$ cat config.mk
export PLATFORM = sky130hd
export DESIGN_NAME = writeback_commit_unit_l2_flat
export DESIGN_NICKNAME = d
export VERILOG_FILES = /design/src/rtl/writeback_commit_unit_l2_pkg.sv /design/src/rtl/writeback_commit_unit_l2_if.sv /design/src/rtl/writeback_commit_unit_l2_rob.sv /design/src/rtl/writeback_commit_unit_l2.sv /design/src/flat_wrapper.sv
export SDC_FILE = /design/constraint.sdc
export NUM_CORES = 2
export LEC_CHECK = 0
export CORE_ASPECT_RATIO = 0.8
export CORE_UTILIZATION = 55
export CTS_BUF_LIST = sky130_fd_sc_hd__clkbuf_4
export DETAILED_ROUTE_END_ITERATION = 8
export GPL_ROUTABILITY_DRIVEN = 0
export MAX_ROUTING_LAYER = met4
export PLACE_DENSITY = 0.84
export SYNTH_ARGS = -nofsm -noshare
export SYNTH_HDL_FRONTEND = slang
export SYNTH_SLANG_ARGS = --single-unit
$ cat constraint.sdc
create_clock -name clk -period 12.25 [get_ports clk]
set_input_delay 3.0625 -clock clk [delete_from_list [all_inputs] [get_ports clk]]
set_output_delay 3.0625 -clock clk [all_outputs]
set_load 0.05 [all_outputs]
$ cat src/rtl/writeback_commit_unit_l2_pkg.sv
// Shared types for the writeback-commit unit: X->W, completion and commit messages.
// seq_num fields are sized for the widest supported ROB; users keep the low p_seq_num_bits.
package writeback_commit_unit_l2_pkg;

    localparam int unsigned PC_W             = 32;
    localparam int unsigned DATA_W           = 32;
    localparam int unsigned REG_ADDR_W       = 5;
    localparam int unsigned SEQ_NUM_BITS_MAX = 8;

    typedef logic [SEQ_NUM_BITS_MAX-1:0] seq_num_t;

    typedef struct packed {
        logic [PC_W-1:0]       pc;
        seq_num_t              seq_num;
        logic [REG_ADDR_W-1:0] waddr;
        logic [DATA_W-1:0]     wdata;
        logic                  wen;
    } xw_msg_t;

    typedef struct packed {
        seq_num_t              seq_num;
        logic [REG_ADDR_W-1:0] waddr;
        logic [DATA_W-1:0]     wdata;
        logic                  wen;
    } complete_msg_t;

    typedef struct packed {
        logic [PC_W-1:0]       pc;
        seq_num_t              seq_num;
        logic [REG_ADDR_W-1:0] waddr;
        logic [DATA_W-1:0]     wdata;
        logic                  wen;
    } commit_msg_t;

    // ROB payload; the seq_num is implied by the entry index
    typedef struct packed {
        logic [PC_W-1:0]       pc;
        logic [REG_ADDR_W-1:0] waddr;
        logic [DATA_W-1:0]     wdata;
        logic                  wen;
    } rob_entry_t;

endpackage

$ cat src/rtl/writeback_commit_unit_l2_if.sv
// Execute-pipe handshake plus completion/commit notification bundle.
interface writeback_commit_unit_l2_if #(
    parameter int unsigned p_num_pipes    = 1,
    parameter int unsigned p_seq_num_bits = 5
);
    logic [p_num_pipes-1:0]    Ex_val;
    logic [p_num_pipes-1:0]    Ex_rdy;
    logic [31:0]               Ex_pc      [p_num_pipes];
    logic [p_seq_num_bits-1:0] Ex_seq_num [p_num_pipes];
    logic [4:0]                Ex_waddr   [p_num_pipes];
    logic [31:0]               Ex_wdata   [p_num_pipes];
    logic [p_num_pipes-1:0]    Ex_wen;

    logic                      complete_val;
    logic [p_seq_num_bits-1:0] complete_seq_num;
    logic [4:0]                complete_waddr;
    logic [31:0]               complete_wdata;
    logic                      complete_wen;

    logic                      commit_val;
    logic [31:0]               commit_pc;
    logic [p_seq_num_bits-1:0] commit_seq_num;
    logic [4:0]                commit_waddr;
    logic [31:0]               commit_wdata;
    logic                      commit_wen;

    modport master (
        output Ex_val, Ex_pc, Ex_seq_num, Ex_waddr, Ex_wdata, Ex_wen,
        input  Ex_rdy,
        input  complete_val, complete_seq_num, complete_waddr, complete_wdata, complete_wen,
        input  commit_val, commit_pc, commit_seq_num, commit_waddr, commit_wdata, commit_wen
    );

    modport slave (
        input  Ex_val, Ex_pc, Ex_seq_num, Ex_waddr, Ex_wdata, Ex_wen,
        output Ex_rdy,
        output complete_val, complete_seq_num, complete_waddr, complete_wdata, complete_wen,
        output commit_val, commit_pc, commit_seq_num, commit_waddr, commit_wdata, commit_wen
    );
endinterface

$ cat src/rtl/writeback_commit_unit_l2_rob.sv
// wcu_rob: reorder buffer indexed by seq_num with an in-order head pointer.
module wcu_rob
    import writeback_commit_unit_l2_pkg::*;
#(
    parameter int unsigned p_seq_num_bits = 5
) (
    input  logic                              clk,
    input  logic                              rst,
    input  logic                              wr_en,
    input  logic [p_seq_num_bits-1:0]         wr_idx,
    input  rob_entry_t                        wr_entry,
    input  logic                              adv,
    output logic [(1 << p_seq_num_bits)-1:0]  valid,
    output logic [p_seq_num_bits-1:0]         head,
    output logic                              head_valid_c,
    output rob_entry_t                        head_entry_c
);
    localparam int unsigned DEPTH = 1 << p_seq_num_bits;

    rob_entry_t mem [DEPTH];

    // Valid bits and head; the top never writes the slot being retired this cycle
    always_ff @(posedge clk) begin
        if (rst) begin
            valid <= '0;
            head  <= '0;
        end else begin
            if (adv) begin
                valid[head] <= 1'b0;
                head        <= head + p_seq_num_bits'(1);
            end
            if (wr_en) begin
                valid[wr_idx] <= 1'b1;
            end
        end
    end

    always_ff @(posedge clk) begin
        if (wr_en) begin
            mem[wr_idx] <= wr_entry;
        end
    end

    assign head_valid_c = valid[head];
    assign head_entry_c = mem[head];

endmodule

$ cat src/rtl/writeback_commit_unit_l2.sv
// Writeback-commit unit: fixed-priority accept, same-cycle completion, in-order commit.
// Define WCU_COMMIT_BYPASS_EN to commit an accepted head instruction in its accept cycle.
module writeback_commit_unit_l2
    import writeback_commit_unit_l2_pkg::*;
#(
    parameter int unsigned p_num_pipes    = 1,
    parameter int unsigned p_seq_num_bits = 5
) (
    input logic                        clk,
    input logic                        rst,
    writeback_commit_unit_l2_if.slave  bus
);
    localparam int unsigned DEPTH = 1 << p_seq_num_bits;

    logic [p_num_pipes-1:0]    sel_onehot;
    logic                      sel_found;
    xw_msg_t                   sel_msg;
    logic [p_seq_num_bits-1:0] sel_seq;
    logic [p_num_pipes-1:0]    rdy;
    logic                      accept;
    logic                      bypass;
    logic                      wr_en;
    logic                      adv;
    complete_msg_t             cmp_msg;
    commit_msg_t               cmt_msg;

    logic [DEPTH-1:0]          rob_valid;
    logic [p_seq_num_bits-1:0] head;
    logic                      head_valid_c;
    rob_entry_t                head_entry_c;

    // Lowest-index valid pipe wins; descending scan so the last hit is the lowest
    always_comb begin
        sel_found  = 1'b0;
        sel_onehot = '0;
        sel_msg    = '0;
        for (int p = int'(p_num_pipes) - 1; p >= 0; p--) begin
            if (bus.Ex_val[p]) begin
                sel_found     = 1'b1;
                sel_onehot    = '0;
                sel_onehot[p] = 1'b1;
                sel_msg.pc      = bus.Ex_pc[p];
                sel_msg.seq_num = SEQ_NUM_BITS_MAX'(bus.Ex_seq_num[p]);
                sel_msg.waddr   = bus.Ex_waddr[p];
                sel_msg.wdata   = bus.Ex_wdata[p];
                sel_msg.wen     = bus.Ex_wen[p];
            end
        end
    end

    always_comb begin
        sel_seq = p_seq_num_bits'(sel_msg.seq_num);
        accept  = sel_found && !rob_valid[sel_seq] && !rst;
        rdy     = accept ? sel_onehot : '0;
`ifdef WCU_COMMIT_BYPASS_EN
        bypass  = accept && (sel_seq == head) && !head_valid_c;
`else
        bypass  = 1'b0;
`endif
        wr_en   = accept && !bypass;
        adv     = !rst && (head_valid_c || bypass);

        cmp_msg.seq_num = sel_msg.seq_num;
        cmp_msg.waddr   = sel_msg.waddr;
        cmp_msg.wdata   = sel_msg.wdata;
        cmp_msg.wen     = sel_msg.wen;

        if (bypass) begin
            cmt_msg = commit_msg_t'(sel_msg);
        end else begin
            cmt_msg.pc      = head_entry_c.pc;
            cmt_msg.seq_num = SEQ_NUM_BITS_MAX'(head);
            cmt_msg.waddr   = head_entry_c.waddr;
            cmt_msg.wdata   = head_entry_c.wdata;
            cmt_msg.wen     = head_entry_c.wen;
        end
    end

    wcu_rob #(
        .p_seq_num_bits (p_seq_num_bits)
    ) u_rob (
        .clk          (clk),
        .rst          (rst),
        .wr_en        (wr_en),
        .wr_idx       (sel_seq),
        .wr_entry     ('{pc: sel_msg.pc, waddr: sel_msg.waddr, wdata: sel_msg.wdata, wen: sel_msg.wen}),
        .adv          (adv),
        .valid        (rob_valid),
        .head         (head),
        .head_valid_c (head_valid_c),
        .head_entry_c (head_entry_c)
    );

    assign bus.Ex_rdy           = rdy;
    assign bus.complete_val     = accept;
    assign bus.complete_seq_num = p_seq_num_bits'(cmp_msg.seq_num);
    assign bus.complete_waddr   = cmp_msg.waddr;
    assign bus.complete_wdata   = cmp_msg.wdata;
    assign bus.complete_wen     = cmp_msg.wen;
    assign bus.commit_val       = adv;
    assign bus.commit_pc        = cmt_msg.pc;
    assign bus.commit_seq_num   = p_seq_num_bits'(cmt_msg.seq_num);
    assign bus.commit_waddr     = cmt_msg.waddr;
    assign bus.commit_wdata     = cmt_msg.wdata;
    assign bus.commit_wen       = cmt_msg.wen;

    // Upper seq_num bits of the shared structs are zero padding
    logic unused_seq_hi;
    assign unused_seq_hi = ^{sel_msg.seq_num, cmp_msg.seq_num, cmt_msg.seq_num};

    // Line trace: accepted seq_num > committed seq_num; level > 1 adds waddr
    function automatic string trace(input int level);
        string acc;
        string com;
        acc = bus.complete_val ? $sformatf("%0d", bus.complete_seq_num) : "  ";
        com = bus.commit_val   ? $sformatf("%0d", bus.commit_seq_num)   : "  ";
        if (level > 1) begin
            if (bus.complete_val) acc = $sformatf("%s:r%0d", acc, bus.complete_waddr);
            if (bus.commit_val)   com = $sformatf("%s:r%0d", com, bus.commit_waddr);
        end
        return $sformatf("%s > %s", acc, com);
    endfunction

endmodule

$ cat src/flat_wrapper.sv
// flat-port wrapper written by rule: the top's interface ports become plain ports
module writeback_commit_unit_l2_flat import writeback_commit_unit_l2_pkg::*;
#(
    parameter int unsigned p_num_pipes    = 1,
    parameter int unsigned p_seq_num_bits = 5
)
  (clk, rst, bus_Ex_val, bus_Ex_pc, bus_Ex_seq_num, bus_Ex_waddr, bus_Ex_wdata, bus_Ex_wen, bus_Ex_rdy, bus_complete_val, bus_complete_seq_num, bus_complete_waddr, bus_complete_wdata, bus_complete_wen, bus_commit_val, bus_commit_pc, bus_commit_seq_num, bus_commit_waddr, bus_commit_wdata, bus_commit_wen);
  writeback_commit_unit_l2_if #(.p_num_pipes(p_num_pipes), .p_seq_num_bits(p_seq_num_bits)) bus_i ();
  input logic clk;
  input logic rst;
  input wire logic [$bits(bus_i.Ex_val)-1:0] bus_Ex_val;
  input wire logic [$bits(bus_i.Ex_pc)-1:0] bus_Ex_pc;
  input wire logic [$bits(bus_i.Ex_seq_num)-1:0] bus_Ex_seq_num;
  input wire logic [$bits(bus_i.Ex_waddr)-1:0] bus_Ex_waddr;
  input wire logic [$bits(bus_i.Ex_wdata)-1:0] bus_Ex_wdata;
  input wire logic [$bits(bus_i.Ex_wen)-1:0] bus_Ex_wen;
  output wire logic [$bits(bus_i.Ex_rdy)-1:0] bus_Ex_rdy;
  output wire logic [$bits(bus_i.complete_val)-1:0] bus_complete_val;
  output wire logic [$bits(bus_i.complete_seq_num)-1:0] bus_complete_seq_num;
  output wire logic [$bits(bus_i.complete_waddr)-1:0] bus_complete_waddr;
  output wire logic [$bits(bus_i.complete_wdata)-1:0] bus_complete_wdata;
  output wire logic [$bits(bus_i.complete_wen)-1:0] bus_complete_wen;
  output wire logic [$bits(bus_i.commit_val)-1:0] bus_commit_val;
  output wire logic [$bits(bus_i.commit_pc)-1:0] bus_commit_pc;
  output wire logic [$bits(bus_i.commit_seq_num)-1:0] bus_commit_seq_num;
  output wire logic [$bits(bus_i.commit_waddr)-1:0] bus_commit_waddr;
  output wire logic [$bits(bus_i.commit_wdata)-1:0] bus_commit_wdata;
  output wire logic [$bits(bus_i.commit_wen)-1:0] bus_commit_wen;
  assign bus_i.Ex_val = bus_Ex_val;
  assign bus_i.Ex_pc = {>>{bus_Ex_pc}};
  assign bus_i.Ex_seq_num = {>>{bus_Ex_seq_num}};
  assign bus_i.Ex_waddr = {>>{bus_Ex_waddr}};
  assign bus_i.Ex_wdata = {>>{bus_Ex_wdata}};
  assign bus_i.Ex_wen = bus_Ex_wen;
  assign bus_Ex_rdy = bus_i.Ex_rdy;
  assign bus_complete_val = bus_i.complete_val;
  assign bus_complete_seq_num = bus_i.complete_seq_num;
  assign bus_complete_waddr = bus_i.complete_waddr;
  assign bus_complete_wdata = bus_i.complete_wdata;
  assign bus_complete_wen = bus_i.complete_wen;
  assign bus_commit_val = bus_i.commit_val;
  assign bus_commit_pc = bus_i.commit_pc;
  assign bus_commit_seq_num = bus_i.commit_seq_num;
  assign bus_commit_waddr = bus_i.commit_waddr;
  assign bus_commit_wdata = bus_i.commit_wdata;
  assign bus_commit_wen = bus_i.commit_wen;
  writeback_commit_unit_l2 #(.p_num_pipes(p_num_pipes), .p_seq_num_bits(p_seq_num_bits)) u_core (.clk(clk), .rst(rst), .bus(bus_i));
endmodule
# Word-level counts from Yosys, hierarchy flattened
# Memory sizes are Yosys's and may differ from the RTL's. A register that Yosys moved wholly into a read port is not among the register bits.
# Index checks and enable logic that the tools add are counted.
# W data, S select, Z words.
[totals]
latch_bits = 0
in_bits = 78
reg_bits = 37
ram_bits = 2240
rom_bits = 0
word_cells = 36
n_memories = 1
out_inout_bits = 121
[classes]
eq_ne = 0
bitwise_logic = 3
n_shift = 0
n_mul = 0
n_reduce_logical = 7
addsub = 1
mux = 18
n_div = 0
n_lt_le_gt_ge = 4
[mem_list]
columns = ["memory", "depth", "word_bits", "rd", "rd_clocked_by_memory_dff", "wr", "line_no", "text"]
rows = [
  ["u_core.u_rob.mem", 32, 70, 1, 1, 1, "writeback_commit_unit_l2_rob.sv:20", "rob_entry_t mem [DEPTH];"],
]
[op_table]
columns = ["cell", "count"]
rows = [
  ["$mux W32", 3],
  ["$mux W78", 1],
  ["$and A32 B32 Y32", 1],
  ["$not A32 Y32", 1],
  ["$or A32 B32 Y32", 1],
  ["$lt A5 B6 Y1 const B", 2],
  ["$bmux W1 S5", 2],
  ["$demux W1 S5", 2],
  ["$ge A5 B1 Y1 const B", 2],
  ["$mux W5", 2],
  ["$mux W1", 8],
  ["$add A5 B1 Y5 const B", 1],
  ["$logic_and A1 B1 Y1", 5],
  ["$logic_not A1 Y1", 2],
]

# Depth between registers and ports, before layout
[depth]
word_depth = 10
ltp_mapped = 9
mapped_depth_nobuf = 6

# Modules after synthesis
# A second synthesis with hierarchy kept.
[unflattened]
hier_cells = 3992
area_unflattened_um2 = 87208.6
[by_module_without_submodules]
columns = ["module", "area_per_inst_um2", "cells_per_inst", "n_inst", "seq_area_each_um2"]
rows = [
  ["wcu_rob", 85983.7, 3818, 1, 68105.3],
  ["writeback_commit_unit_l2", 1224.9, 174, 1, 0.0],
]

# Worst setup path after synthesis
# Ideal clock, no wire load.
[synth_timing]
path_type = "input to register"
startpoint = "input port bus_Ex_seq_num[1]"
endpoint = "memory u_core.u_rob.mem[0][0] in the netlist's numbering (enable)"
path_stages = 9
t_arrival_ns = 9.194
t_required_ns = 11.665
path_buffers = 3
setup_ns = 0.585
slack_ns = 2.471
path_cell_list = "buf_2 > mux4_2 > mux2i_1 > nand2_1 > nand3_1 > a32oi_1 > buf_4 > buf_4 > nor3_1"
[synth_via]
elab_chain_cells = 8
[synth_lines]
columns = ["item", "line_no", "text"]
rows = [
  ["start, declared", "flat_wrapper.sv:13", "input wire logic [$bits(bus_i.Ex_seq_num)-1:0] bus_Ex_seq_num;"],
  ["$mux W78 *", "writeback_commit_unit_l2.sv:38", "if (bus.Ex_val[p]) begin"],
  ["$bmux W1 S5", "writeback_commit_unit_l2.sv:53", "accept = sel_found && !rob_valid[sel_seq] && !rst;"],
  ["$mux W1 (implied by the code)", "writeback_commit_unit_l2.sv:53", ""],
  ["$logic_not A1 Y1", "writeback_commit_unit_l2.sv:53", ""],
  ["$logic_and A1 B1 Y1 (2 in series)", "writeback_commit_unit_l2.sv:53", ""],
  ["$mux W1", "writeback_commit_unit_l2_rob.sv:39", "if (wr_en) begin"],
  ["$mux W1 (implied by the code)", "writeback_commit_unit_l2_rob.sv:40", "mem[wr_idx] <= wr_entry;"],
  ["end, declared", "writeback_commit_unit_l2_rob.sv:20", ""],
]
# Every way passes the cells marked *; elsewhere a longest branch is shown, timed or not. The select of a mux whose other input is x is not followed.

# Worst setup path after layout
[layout_timing]
startpoint = "input port bus_Ex_seq_num[0]"
endpoint = "output port bus_Ex_rdy"
[layout_via]
elab_chain_cells = 7
[layout_lines]
columns = ["item", "line_no", "text"]
rows = [
  ["$mux W78", "writeback_commit_unit_l2.sv:38", ""],
  ["$bmux W1 S5", "writeback_commit_unit_l2.sv:53", ""],
  ["$mux W1 (implied by the code)", "writeback_commit_unit_l2.sv:53", ""],
  ["$logic_not A1 Y1", "writeback_commit_unit_l2.sv:53", ""],
  ["$logic_and A1 B1 Y1 (2 in series)", "writeback_commit_unit_l2.sv:53", ""],
  ["$mux W1", "writeback_commit_unit_l2.sv:54", "rdy = accept ? sel_onehot : '0;"],
  ["end, declared", "flat_wrapper.sv:17", "output wire logic [$bits(bus_i.Ex_rdy)-1:0] bus_Ex_rdy;"],
]
# Every way passes these cells. The select of a mux whose other input is x is not followed.

==> summary.txt <==
Outcome
  – Status: finished clean

Timing
  – Slew @ Worst Pin: 1.27 ns
  – Rel. slew slack: 0.151
  – Final cycle utilization of the critical path: 0.764
  – Setup TNS Final: 0 ns
  – Setup violations, final: 0
  – Hold WS: 0.539 ns
  – Clk_skew: 0.0848 ns
  – RSZ-0062 raised after global routing: no
  – Final worst path period need: ~9.4 ns
  – Final hold viol count: 0
  – Fmax: 0.107 GHz
  – Max-slew violations: 0

Route
  – Number of remaining DRC errors: 0
  – Pre-antenna DRT Iters: 6
  – Total Routed Length: roughly 230000 µm
  – Vias: 44800
  – Drt initial violations: 7199
  – Routed len/inst: approximately 34 µm
  – Post-route ant nets: 0
  – Vias per cell: between 6 and 7

Synth
  – Synth cell count leaders: 2240 x edfxtp_1, 708 x mux4_2, 114 x clkbuf_1
  – Synth Flop Type: edfxtp_1
  – Share of the synthesized area in the top cell type: 0.763
  – Ranking of synthesized cells by area: edfxtp_1 76%, mux4_2 18%, dfxtp_1 0.95%
  – Count leader, synth: edfxtp_1
  – Cell taking the most area after synthesis: edfxtp_1
  – Post-synthesis cell type count: 49
  – Mapped cell area: roughly 88000 µm²
  – Seq/Total Area, Yosys: 0.773
  – Post-synth ARST share: 0
  – Yosys warns: 0
  – Syn Area/Cell: 24.4 µm²
  – #FFs+latches synth: 2282
  – Syn Nets: between 3000 and 4000
  – Mapped Cells: 3616
  – EDFF count, synth: roughly 2200

Clock tree
  – CTS sink count: ~2300
  – CTS tree: yes
  – Post-CTS setup buffers: 0
  – Clock Pin Slew Worst Setup and Hold Paths: ~0.07 ns
  – CTS hold repair buffers: 0
  – Clk buf depth: 4
  – Root buffer cell: clkbuf_4
  – Cts bufs inserted: 539
  – Post_cts resized: 0
  – Worst-Skew Late Latency: 1.34 ns
  – Htree depth: 6

Flow run
  – Max-cap violation count: 0

Worst setup path
  – CP delay by family, top: buffers and inverters
  – Crit path kind: input pin to output pin
  – Buffers and inverters on the worst path: 5
  – Critical Path Source Type: input pin
  – Crit-path cells: clkdlybuf4s50_1 -> inv_2 -> mux4_2 -> a221oi_1 -> a21oi_1 -> a32oi_4 -> buf_4 -> inv_2 -> clkdlybuf4s50_1
  – WP data arrival: 6.29 ns
  – Worst path slowest cell: clkdlybuf4s50_1
  – Crit path max fanout: 30
  – Max stage delay on crit path: roughly 0.70 ns
  – Nature of the critical path endpoint: output pin
  – Critical Path RT: 9.19 ns

Place
  – Post-DP Area: 92700 µm²
  – HPWL Detailed: between 100000 and 150000 µm
  – Port bufs: between 150 and 200

Layout
  – Area growth syn-to-layout: 12.5%
  – Final design area excluding fillers: 99200 µm²
  – Post-layout net count: about 4300
  – Layout cells sized above 1: 0.384

Die
  – FP Rows: between 100 and 150
  – DIE HEIGHT: 360 µm
  – Die area: about 160000 µm²
  – Starting Density: 0.553
  – IO Pins: 199
  – Die width: 450 µm
  – Core ar.: 159000 µm²

Power and ir drop
  – VDD IR max: 0.0889 mV
  – Pwr/cell area: roughly 150 nW/µm²
  – P_leak: 31.0 nW

Worst hold path
  – Hold Path Class: register to register

Global routing
  – Largest net degree at the start of global routing: 161
  – Initial antenna violation count: 5
  – Total grt overflow: 0
  – All-Layer GR Usage: 0.292
  – First-pass GRT wire length: ~320000 µm
  – Vias in the first global route: 46200
worst min-delay path: stages (launching register included):
cell	delay (ns)
dfxtp_1	0.34
nand2b_1	0.09
o32ai_1	0.06
power by group:
group	leakage (nW)	internal [mW]	switching, mW
Clock	3.89	3.03	2.93
Sequential	21.2	8.59	0.0179
Combinational	5.94	0.326	0.454
Total	31.0	11.9	3.40
path summary, 6_finish.rpt:
check	from	endpoint	slack, ns	cells after the start
max	bus_Ex_seq_num[0]	bus_Ex_rdy	2.89	9
min	u_core.u_rob.valid[20]$_SDFF_PP0_	u_core.u_rob.valid[20]$_SDFF_PP0_	0.54	2
max reg2reg	u_core.u_rob.valid[15]$_SDFF_PP0_	u_core.u_rob.mem[10][47]$_DFFE_PP_	8.25	9
min reg2reg	u_core.u_rob.valid[20]$_SDFF_PP0_	u_core.u_rob.valid[20]$_SDFF_PP0_	0.54	2
per-layer routing:
layer / vias up / part of all wire / routed length [µm] / track usage
met5: - / 0 / 0 / -
met2: 3996 / 0.50 / 115000 / 0.463
met3: 628 / 0.12 / 26800 / 0.0646
met4: 0 / 0.046 / 10600 / 0.138
met1: 23100 / 0.33 / 76300 / 0.362
li1: 17100 / - / - / -
cell type report:
type,count,area (µm²)
Antenna cell,10,25.0
Clock buffer,777,5830
Clock inverter,121,646
Fill cell,10000,60100
Inverter,38,143
Multi-Input combinational cell,1050,18800
Sequential cell,2282,68100
Tap cell,2128,2660
Timing Repair Buffer,308,2890
stage by stage:
stage | setup WS (ns) | power (mW) | utilization | std cells
CTS | 2.90 | 15.4 | 0.622 | 6704
global route | 2.71 | 15.9 | 0.622 | 6713
finish | 2.89 | 15.3 | 0.622 | 6714
global placement | 2.98 | 9.53 | 0.582 | 5806
detailed placement | 2.93 | 9.56 | 0.582 | 5806
floorplan | 2.47 | 9.32 | - | 3616
logic make-up after synthesis:
group	after synthesis	synth area share
buffers and inverters	284	0.0155
adder cells (fa/ha/maj)	4	0.000568
flip-flops	2282	0.773
XOR/XNOR	3	0.000298
AND/OR/NAND/NOR	168	0.0112
multiplexers	791	0.191
AO/OA/AOI/OAI	84	0.00823
registers in the layout, indices dropped and copies added (netlist names), named ones only:
| name | cells |
|---|---|
| u_core.u_rob.head | 5 |
| u_core.u_rob.valid | 32 |
| u_core.u_rob.mem | 2240 |
placed cells by master, fill, tap and decap left out, drive strengths merged, types with 6 or more instances in the layout:
cell,netlist,final
edfxtp,2240,2240
clkbuf,114,777
mux4,708,708
clkdlybuf4s50,0,197
buf,132,111
clkinv,0,94
mux2,81,81
and2,72,72
inv,38,53
dfxtp,42,42
nor3,33,33
o31ai,26,26
a311o,22,22
nand2,14,14
diode,0,10
nor2,10,10
nand3,8,8
a211o,6,6
and3,6,6
o32ai,6,6
clkinvlp,0,6
bufinv,0,6
Note: power is estimated with default switching activity, not from simulation.
